## src/rtl/console_arbiter_pkg.sv

```systemverilog
// Shared types and constants for the console arbiter: FSM state encodings,
// transmit requester IDs and the default receive FIFO depth.
package console_arbiter_pkg;

  localparam int unsigned RX_DEPTH_DEFAULT = 4;

  // Requester IDs for the shared transmit channel
  localparam logic REQ_CPU  = 1'b0;
  localparam logic REQ_ECHO = 1'b1;

  typedef enum logic [1:0] {
    RxIdle    = 2'd0,
    RxAck     = 2'd1,
    RxWaitLow = 2'd2
  } rx_state_e;

  typedef enum logic {
    TxIdle = 1'b0,
    TxSend = 1'b1
  } tx_state_e;

  // Round-robin pick; i_last is the requester granted most recently.
  function automatic logic rr_pick(input logic i_cpu_pend, input logic i_echo_pend,
                                   input logic i_last);
    logic w_pick;
    if (i_cpu_pend && i_echo_pend) begin
      w_pick = (i_last == REQ_CPU) ? REQ_ECHO : REQ_CPU;
    end else if (i_cpu_pend) begin
      w_pick = REQ_CPU;
    end else begin
      w_pick = REQ_ECHO;
    end
    return w_pick;
  endfunction

endpackage

```

## src/rtl/console_rx_fifo.sv

```systemverilog
// Receive character FIFO: power-of-two depth, extra pointer bit distinguishes
// full from empty, head is read combinationally from storage.
module console_rx_fifo
  import console_arbiter_pkg::*;
#(
  parameter int unsigned DEPTH = RX_DEPTH_DEFAULT,
  parameter int unsigned WIDTH = 8
) (
  input  logic             i_clk,
  input  logic             i_rst_n,
  input  logic             i_push,
  input  logic [WIDTH-1:0] i_data,
  input  logic             i_pop,
  output logic [WIDTH-1:0] o_head,
  output logic             o_full,
  output logic             o_empty
);

  localparam int unsigned AW = $clog2(DEPTH);
  localparam logic [AW:0] FULL_COUNT = DEPTH[AW:0];
  localparam logic [AW:0] PTR_ONE    = (AW + 1)'(1);

  logic [WIDTH-1:0] r_mem [DEPTH];
  logic [AW:0]      r_wr_ptr;
  logic [AW:0]      r_rd_ptr;
  logic [AW:0]      w_count;
  logic             w_do_push;
  logic             w_do_pop;

  assign w_count   = r_wr_ptr - r_rd_ptr;
  assign o_full    = (w_count == FULL_COUNT);
  assign o_empty   = (w_count == '0);
  // Full is judged on the pre-pop count, so a pop never frees room in its own cycle
  assign w_do_push = i_push & ~o_full;
  assign w_do_pop  = i_pop & ~o_empty;
  assign o_head    = r_mem[r_rd_ptr[AW-1:0]];

  always_ff @(posedge i_clk or negedge i_rst_n) begin
    if (!i_rst_n) begin
      r_wr_ptr <= '0;
      r_rd_ptr <= '0;
      r_mem    <= '{default: '0};
    end else begin
      if (w_do_push) begin
        r_mem[r_wr_ptr[AW-1:0]] <= i_data;
        r_wr_ptr                <= r_wr_ptr + PTR_ONE;
      end
      if (w_do_pop) begin
        r_rd_ptr <= r_rd_ptr + PTR_ONE;
      end
    end
  end

endmodule

```

## src/rtl/console_arbiter.sv

```systemverilog
// Console I/O controller: 4-phase receive handshake into a small FIFO, and a
// round-robin shared transmit channel for CPU writes and hardware echo.
module console_arbiter
  import console_arbiter_pkg::*;
#(
  parameter int unsigned RX_DEPTH = RX_DEPTH_DEFAULT
) (
  input  logic       i_clk,
  input  logic       i_rst_n,
  input  logic [7:0] i_console_in,
  input  logic       i_console_in_valid,
  output logic       o_console_in_ack,
  output logic [7:0] o_console_out,
  output logic       o_console_out_valid,
  input  logic       i_console_out_ready,
  input  logic [7:0] i_tx_data,
  input  logic       i_tx_we,
  output logic       o_tx_busy,
  output logic [7:0] o_rx_data,
  output logic       o_rx_valid,
  input  logic       i_rx_re,
  input  logic       i_echo_en
);

  rx_state_e  r_rx_state;
  rx_state_e  w_rx_state_d;
  tx_state_e  r_tx_state;
  tx_state_e  w_tx_state_d;

  logic       w_push;
  logic       w_full;
  logic       w_empty;
  logic [7:0] w_head;

  logic       r_cpu_pend;
  logic [7:0] r_cpu_data;
  logic       r_echo_pend;
  logic [7:0] r_echo_data;
  logic       r_rr;
  logic       r_grant;
  logic       w_grant_d;
  logic [7:0] r_out_data;
  logic       w_tx_load;
  logic       w_tx_done;

  console_rx_fifo #(
    .DEPTH (RX_DEPTH),
    .WIDTH (8)
  ) u_rx_fifo (
    .i_clk   (i_clk),
    .i_rst_n (i_rst_n),
    .i_push  (w_push),
    .i_data  (i_console_in),
    .i_pop   (i_rx_re),
    .o_head  (w_head),
    .o_full  (w_full),
    .o_empty (w_empty)
  );

  always_comb begin
    w_rx_state_d = r_rx_state;
    w_push       = 1'b0;
    case (r_rx_state)
      RxIdle: begin
        if (i_console_in_valid && !w_full) begin
          w_push       = 1'b1;
          w_rx_state_d = RxAck;
        end
      end
      RxAck:     w_rx_state_d = RxWaitLow;
      RxWaitLow: begin
        if (!i_console_in_valid) begin
          w_rx_state_d = RxIdle;
        end
      end
      default:   w_rx_state_d = RxIdle;
    endcase
  end

  always_comb begin
    w_tx_state_d = r_tx_state;
    w_tx_load    = 1'b0;
    w_tx_done    = 1'b0;
    w_grant_d    = r_grant;
    case (r_tx_state)
      TxIdle: begin
        if (r_cpu_pend || r_echo_pend) begin
          w_tx_load    = 1'b1;
          w_grant_d    = rr_pick(r_cpu_pend, r_echo_pend, r_rr);
          w_tx_state_d = TxSend;
        end
      end
      TxSend: begin
        if (i_console_out_ready) begin
          w_tx_done    = 1'b1;
          w_tx_state_d = TxIdle;
        end
      end
      default: w_tx_state_d = TxIdle;
    endcase
  end

  always_ff @(posedge i_clk or negedge i_rst_n) begin
    if (!i_rst_n) begin
      r_rx_state <= RxIdle;
      r_tx_state <= TxIdle;
      r_grant    <= REQ_CPU;
      // Pretend echo was served last so the CPU wins the first tie
      r_rr       <= REQ_ECHO;
      r_out_data <= '0;
    end else begin
      r_rx_state <= w_rx_state_d;
      r_tx_state <= w_tx_state_d;
      if (w_tx_load) begin
        r_grant    <= w_grant_d;
        r_out_data <= (w_grant_d == REQ_CPU) ? r_cpu_data : r_echo_data;
      end
      if (w_tx_done) begin
        r_rr <= r_grant;
      end
    end
  end

  // Pends are only set from clear and only cleared from set, so set/clear never collide
  always_ff @(posedge i_clk or negedge i_rst_n) begin
    if (!i_rst_n) begin
      r_cpu_pend  <= 1'b0;
      r_cpu_data  <= '0;
      r_echo_pend <= 1'b0;
      r_echo_data <= '0;
    end else begin
      if (i_tx_we && !r_cpu_pend) begin
        r_cpu_pend <= 1'b1;
        r_cpu_data <= i_tx_data;
      end else if (w_tx_done && (r_grant == REQ_CPU)) begin
        r_cpu_pend <= 1'b0;
      end
      if (w_push && i_echo_en && !r_echo_pend) begin
        r_echo_pend <= 1'b1;
        r_echo_data <= i_console_in;
      end else if (w_tx_done && (r_grant == REQ_ECHO)) begin
        r_echo_pend <= 1'b0;
      end
    end
  end

  assign o_console_in_ack    = (r_rx_state == RxAck);
  assign o_console_out       = r_out_data;
  assign o_console_out_valid = (r_tx_state == TxSend);
  assign o_tx_busy           = r_cpu_pend;
  assign o_rx_data           = w_head;
  assign o_rx_valid          = ~w_empty;

endmodule

```

## config.mk

```make
export PLATFORM = sky130hd
export DESIGN_NAME = console_arbiter
export DESIGN_NICKNAME = d
export VERILOG_FILES = /design/src/rtl/console_arbiter_pkg.sv /design/src/rtl/console_rx_fifo.sv /design/src/rtl/console_arbiter.sv
export SDC_FILE = /design/constraint.sdc
export NUM_CORES = 1
export LEC_CHECK = 0
export ABC_CLOCK_PERIOD_IN_PS = 6400
export CORE_MARGIN = 3
export CORE_UTILIZATION = 46
export CTS_CLUSTER_DIAMETER = 150
export DETAILED_ROUTE_END_ITERATION = 12
export PLACE_DENSITY_LB_ADDON = 0.25
export SETUP_SLACK_MARGIN = 0.1
export SYNTH_ARGS = -nofsm -noshare
export SYNTH_HDL_FRONTEND = slang
export SYNTH_SLANG_ARGS = --single-unit
```

## constraint.sdc

```tcl
create_clock -name i_clk -period 6.4 [get_ports i_clk]
set_clock_uncertainty 0.15 [all_clocks]
set_input_delay 0.96 -clock i_clk [delete_from_list [all_inputs] [get_ports i_clk]]
set_output_delay 0.96 -clock i_clk [all_outputs]
set_load 0.1 [all_outputs]
```

**Yosys cells after proc, flatten, opt, wreduce, memory -nomap -nowiden**

Cells that the tools add are included.

- Input bits: 23
- Register bits after elaboration: 69
- Logic and storage cells: 78

- Reduce and logical (&&, ||, !) cells: 17
- $add $sub $neg: 3
- Bitwise operators: 8
- Eq/ne operators: 5
- Magnitude comparators: 3
- Multiplexer cells: 27

Operator list:

| operator | count |
|---|---|
| 32-bit bitwise mux | 1 |
| 8-bit 2-to-1 mux | 4 |
| 8-bit binary-select mux with 2-bit select | 1 |
| 8-bit demux with 2-bit select | 1 |
| 1-bit 2-to-1 mux | 16 |
| 1-bit logical AND | 8 |
| 3-bit by 1-bit adder with 3-bit output, second input constant | 2 |
| 3-bit greater-or-equal comparator, second input constant | 2 |
| 2-bit inverter with 3-bit output | 2 |
| 2-bit one-hot mux with 3 select lines | 1 |
| 2-bit 2-to-1 mux | 2 |
| 2-bit != test, second input constant | 2 |
| 1-bit inverter | 4 |
| 2-bit nonzero test | 2 |
| 3-bit == test, second input constant | 1 |
| 1-bit zero test | 3 |
| 3-bit zero test | 1 |
| 3-bit by 1-bit less-than comparator with 1-bit output, second input constant | 1 |
| 3-bit subtractor | 1 |
| 1-bit AND | 2 |
| 2-bit by 1-bit == test with 1-bit output, second input constant | 1 |
| 2-bit == test, second input constant | 1 |
| 2-bit zero test | 1 |
| 1-bit one-hot mux with 2 select lines | 1 |
| 2 further kinds | 2 |

**Logic depth before layout (Yosys ltp)**

- Word-level depth: 9
- Mapped depth: 7
- Gate-level depth less buffers: 6

**Modules after synthesis**

A second synthesis with hierarchy kept.

- Cell total of the unflattened synthesis: 222
- Area total of the unflattened synthesis: 3200.6 um^2

By module, submodules not included:

| module | times used | area each (um^2) | cells each |
|---|---|---|---|
| console_rx_fifo | 1 | 1850.5 | 116 |
| console_arbiter | 1 | 1350.0 | 106 |

**Worst setup path before layout**

OpenSTA, ideal clock, no wires.

- Path kind: flip-flop to output port
- From: reg u_rx_fifo.r_rd_ptr[1]
- To: out o_rx_valid
- Stages on the path, launching flop included: 7
- Arrival: 2.201 ns
- Path slack: 3.089 ns
- Cells stage by stage: dfrtp_1 -> clkbuf_1 -> inv_1 -> ha_1 -> nor2b_1 -> xnor2_2 -> nand3_1

- Cells in the longest elaborated chain, start to end: 3

RTL lines:

| what | line | source |
|---|---|---|
| start, declared | console_rx_fifo.sv:25 | `logic [AW:0] r_rd_ptr;` |
| start signal, assigned | console_rx_fifo.sv:49 | `r_rd_ptr <= r_rd_ptr + PTR_ONE;` |
| 3-bit subtractor | console_rx_fifo.sv:30 | `assign w_count = r_wr_ptr - r_rd_ptr;` |
| 3-bit zero test | console_rx_fifo.sv:32 | `assign o_empty = (w_count == '0);` |
| 1-bit inverter | console_arbiter.sv:152 | `assign o_rx_valid = ~w_empty;` |
| end, declared | console_arbiter.sv:20 | `output logic o_rx_valid,` |

No other way between the ends.

**Worst setup path in the final report**

- From: reg u_rx_fifo.r_rd_ptr[0]
- To: out o_rx_valid

Same word-level chain as after synthesis.

==> out/results.txt <==
# Max-Cap Violations - 0
Row cnt - 28
Drt wl/cell - 16.0 um
Most common cell in the netlist - dfrtp_1
CTS resizes - 0
Fmax - 0.240 GHz
Initial Util - 49.2%
Final Max Tran Viols - 0
# IOs - 43
Fill cells - 504
Synth warn - 0
Final nets - 287
Pin count of the biggest net entering global routing - 70
Initial antenna violation count - 0
HPWL after detailed placement - 3.71 mm
Fin. Hold Viols - 0
Yosys cell types - 25
Slew @ Worst Pin - 977 ps
Grt total ovfl - 0
Register area share after synthesis - 57.0%
Worst Path Required - 5290 ps
Most frequent cells after synthesis - 68 x dfrtp_1, 50 x mux2_2, 15 x nand2_1
Area of the multi-input gates - 1250 um2
Syn Area/Cell - 14.6 um2
Headroom to the max-slew limit - 34.7%
Vias/cell - 5.23
Skew-Pair Late Insertion Delay - 330 ps
Routed vias - 1764
Post-synth top area share - 56.1%
Num CTS Buffers - 9
Hold crit path type - flop to flop
FF+latch count, synth - 69
Status - finished clean
Root Buffer - clkbuf_8
Setup Crit Path Kind - flop to output port
# setup viols final - 0
Ant diodes - 0
Post-synthesis mux area share - 27.2%
H-tree depth reported by CTS - 3
First-pass GRT wire length - 9.18 mm
I/O Buffers - 42
Core area - 6170 um2
Sequential Area - 1730 um2
Clock sink count - 69
Total track usage - 16.2%
Final ANT Viol Nets - 0
CTS tree - done
Fin crit share - 65.0%
Syn_nets - 238
Setup Fix Bufs, Post-CTS - 0
Post-Syn Area - 3030 um2
Vias in the first global route - 1840
Xor and xnor area share after synthesis - 1.98%
# hold bufs at CTS - 0
CP Max Fanout - 11
Crit start category - flop
Area grow syn2layout - 23.1%
Clock-pin slew on the worst setup and hold paths - 70 ps
Layout cells sized above 1 - 30.9%
Post-synth EDFFs - 0
Leading area contributor after synthesis - dfrtp_1
Initial DRC Count - 93
Final wirelength - 5.38 mm
Synth Area in Simple Gates - 3.92%
Most used DFF post-synth - dfrtp_1
Minimum clock period after layout - 4160 ps
Compound-Gate Fraction of Synth Area - 5.45%
Die area - 7600 um2
Main combinational cell family by area after synthesis - multiplexers
Async SR Flop Fraction - 100%
Adder-Cell Fraction of Synth Area - 2.89%
CP Capture Type - output port
CTS max path bufs - 2
CP Data Arrival Time - 3050 ps
Chip Width - 87.2 um
Routability Congestion - 0.775
Chip height - 87.2 um
DRC viols - 0
Syn Inst Count - 208
Setup TNS - 0 ps
Drt first pass iters - 4
Top cells by area, synth - dfrtp_1 56%, mux2_2 19%, mux4_2 5.9%
RSZ-0062 raised after global routing - false
-- worst paths after layout --
path	cells past startpoint	from	end	slack [ps]
hold / removal	2	r_rr	r_rr	310
setup / recovery	5	u_rx_fifo.r_rd_ptr[0]	o_rx_valid	2240
max in group asynchronous	2	i_rst_n	r_echo_data[5]	4870
hold reg to reg	2	r_rr	r_rr	310
setup reg to reg	5	u_rx_fifo.r_rd_ptr[0]	u_rx_fifo.r_mem[13]	3760
min in group asynchronous	2	i_rst_n	o_tx_busy	650
-- metal layers --
metal | vias to the layer above | track usage (%) | part of all wire, %
met1 | 874 | 21.3 | 47
met3 | 7 | 6.81 | 5.5
met2 | 40 | 25.2 | 47
met5 | - | 0 | 0
met4 | 0 | 3.77 | 1.0
li1 | 843 | - | -
-- area by class of cell --
type                       instances  share of cell area [%]
clock buffer                      13                    4.26
timing repair buffer              43                    11.3
clock inverter                     3                    1.17
sequential                        69                    46.3
inverter                           8                   0.805
multi-input combinational        126                    33.6
tap                               75                    2.51
-- metrics by stage --
stage          hold slack [ps]  utilization (%)  std cells  setup WS, ps  cell area [um2]
3_5_place_dp               299             57.2        321          2580             3530
4_1_cts                    311             60.5        337          2190             3730
2_1_floorplan              286                -        208          3090             3030
6_report                   312             60.5        337          2240             3730
5_1_grt                    328             60.5        337          2060             3730
3_3_place_gp               298             57.2        321          2620             3530
-- kinds of logic (layout without fill, tap and decap cells) --
family                     count (synthesis)  after routing
DFF                                       69             69
AOI/OAI and AO/OA                         21             21
buffers and inverters                     13             67
muxes                                     66             66
xor gates and xnor gates                   6              6
adders and majority gates                  7              7
and+or+nand+nor                           26             26
-- worst max-delay path, stage by stage (launching register included) --
cell and delay, ps:
dfrtp_1 610, ha_1 320, nor2b_1 150, xnor2_2 500
nand3_1 150, clkdlybuf4s50_1 990
-- state kept, by name, indices dropped and copies added (netlist names) --
name,count
o_console_out,8
u_rx_fifo.r_wr_ptr,3
r_echo_pend,1
r_rr,1
o_console_out_valid,1
u_rx_fifo.r_mem,32
r_echo_data,8
r_rx_state,2
u_rx_fifo.r_rd_ptr,3
r_grant,1
r_cpu_data,8
o_tx_busy,1
-- cell usage in the layout (no fill, tap or decap), types with 2 or more instances in the layout --
master,instances
dfrtp_1,68
mux2_2,50
clkdlybuf4s50_1,41
nand2_1,15
o21ai_0,11
clkbuf_8,11
inv_1,8
mux4_2,8
mux2i_1,8
ha_1,7
xor2_1,3
nor2b_1,3
nand2b_1,3
o211ai_2,3
nand3_1,2
o211ai_4,2
a31oi_1,2
xnor2_1,2
clkbuf_1,2
Power is not shown: default switching activity piles up to over one toggle a cycle in this logic, so the estimate is an artifact.
==> patch, RTL diff (config.mk and constraints unchanged) <==
The package constant `RX_DEPTH_DEFAULT` goes from 4 to 8.
--- a/src/rtl/console_arbiter_pkg.sv
+++ b/src/rtl/console_arbiter_pkg.sv
@@ -2,7 +2,7 @@
 // transmit requester IDs and the default receive FIFO depth.
 package console_arbiter_pkg;
 
-  localparam int unsigned RX_DEPTH_DEFAULT = 4;
+  localparam int unsigned RX_DEPTH_DEFAULT = 8;
 
   // Requester IDs for the shared transmit channel
   localparam logic REQ_CPU  = 1'b0;
Formal check against the unedited RTL: no difference found for any inputs over 10 cycles, from zero or initial values and one cycle with i_rst_n low; that may be too few to reach the edited logic, so the function may still have changed.
==> patch against the unedited design <==
Area after synthesis up 55%. Critical path depth rose by 2. Cell area grew 46%. Routed wire length is 74% higher. Sequential cell count up 34. Worst setup slack worse by 0.68 ns. Largest cell class unchanged.
Power is left out: the tool's default activity adds up to more than one toggle a clock period on the data nets, which glitch-free logic cannot reach.
==> patch: results (changes against the unedited design) <==
[outcome]
status=completed

[synth]
async_reset_ff_share_pct=100.0  ; unchanged
synth_compound_area_share_pct=4.088  ; -1.4 points
synthDistinctLibCells=36  ; +44%
synth_edf_count=0  ; unchanged
synth-xor-area-share_pct=1.487  ; -0.49 points
synthAdderAreaFrac_pct=1.327  ; -1.6 points
seq_area_frac_synth_pct=54.71  ; -2.3 points
muxShareOfSynthArea_pct=27.02  ; -0.13 points
synth_warnings=0  ; unchanged
yosys-top-cells-area=dfrtp_1 (54%), mux2_2 (18%), mux4_2 (7.6%)
synth_common_cells=dfrtp_1 (102), mux2_2 (74), nand2_1 (50), mux4_2 (16), o21ai_0 (11)
syn_nets=371  ; +56%
synth_flop_cell=dfrtp_1

[routing]
routed_via_density=5.483  ; +4.7%
wl_met1_um=4322  ; +72%
drtPass1Iterations=4  ; unchanged
drtIter0Drc=126  ; +35%
postRouteAntennaNets=0  ; unchanged
dr_wl_met2_um=4596  ; +83%
routed.top_layer=met4
drt-total-wl_um=9374  ; +74%
wl_met3_um=363  ; +22%

[global_routing]
grt_pass1_vias=3051  ; +66%
grt_first_pass_wirelength_um=15590  ; +70%
grt_max_degree=67  ; -4.3%
grt_antenna_before_repair=0  ; unchanged
grt_use_total_pct=17.80  ; +1.6 points

[final_layout]
antenna_cells=0  ; unchanged
largest_reg_flops=64  ; +100%
drive_gt1_share_pct=29.92  ; -0.99 points
nets=414  ; +44%
largest_register=u_rx_fifo.r_mem

[clocking]
htree_levels=3  ; unchanged
cts_buffer_depth=2  ; unchanged
cts_root_buf=clkbuf_8
cts.repair.resized=0  ; unchanged
clk_latency_ns=0.36  ; +0.03 ns
cts_buffers=9  ; unchanged
clkSlewWorstSetupHoldPaths_ns=0.09  ; +0.02 ns
cts_setup_buffers=0  ; unchanged

[place]
gp_congestion=0.8146  ; +5.1%
dpl.hpwl_um=6392  ; +72%
portBuffers=42  ; unchanged

[worst_setup_path]
cp_max_fo=11  ; unchanged
cp_data_arrival_time_ns=3.73  ; +0.68 ns

[min_path]
min_path_type=reg2reg

[timing]
slew_headroom_pct=29.34  ; -5.4 points

-- patch: area by class of cell --
type,count,area (µm²)
fillers,801,4400
flip-flops and latches,103,2579
well taps,133,166.4
multi-input cells,222,2058
clock buffers,12,135.1
clock inverters,4,70.07
repair buffers,44,432.9
inverters,6,22.52
-- patch: final timing paths --
path                                                   startpoint                           endpoint  slack [ns]  cells after the start
worst max-delay path            u_rx_fifo.r_rd_ptr[2]$_DFFE_PN0P_                         o_rx_valid        1.56                      7
worst min-delay path                             r_rr$_DFFE_PN1P_                   r_rr$_DFFE_PN1P_        0.31                      2
worst max register to register  u_rx_fifo.r_rd_ptr[2]$_DFFE_PN0P_    u_rx_fifo.r_mem[48]$_DFFE_PN0P_        2.69                      7
worst min register to register                   r_rr$_DFFE_PN1P_                   r_rr$_DFFE_PN1P_        0.31                      2
max in group asynchronous                                 i_rst_n    u_rx_fifo.r_mem[23]$_DFFE_PN0P_        4.50                      2
min in group asynchronous                                 i_rst_n  u_rx_fifo.r_rd_ptr[3]$_DFFE_PN0P_        0.41                      1
-- patch: per-stage QoR --
stage	utilization (%)	cell area [µm²]	setup slack (ns)	cells	hold WS, ns
floorplan	-	4713	2.887	343	0.2856
global placement	53.31	5259	2.116	508	0.2945
global route	55.39	5464	1.308	524	0.3242
CTS	55.39	5464	1.542	524	0.3179
detailed placement	53.31	5259	1.965	508	0.3057
finish	55.39	5464	1.557	524	0.3119
-- patch: cells by family after synthesis --
logic type | after synthesis
flops | 103
mux | 98
compound gates | 28
fa+ha+maj | 5
buf+inv | 18
simple gates | 83
xor+xnor | 8
-- patch: routing by layer --
layer  global-route usage (%)  vias up
met5                        0        -
met4                    5.662        0
met3                    3.371        7
met2                    28.06       49
met1                    25.05     1499
li1                         -     1318
-- patch: critical path: stages (launching register included) --
cell and delay, ns:
dfrtp_1 0.59, clkinv_1 0.36, ha_1 0.43, a21oi_1 0.25
a21oi_1 0.16, or2_2 0.33, or2_2 0.27, clkdlybuf4s50_1 0.96
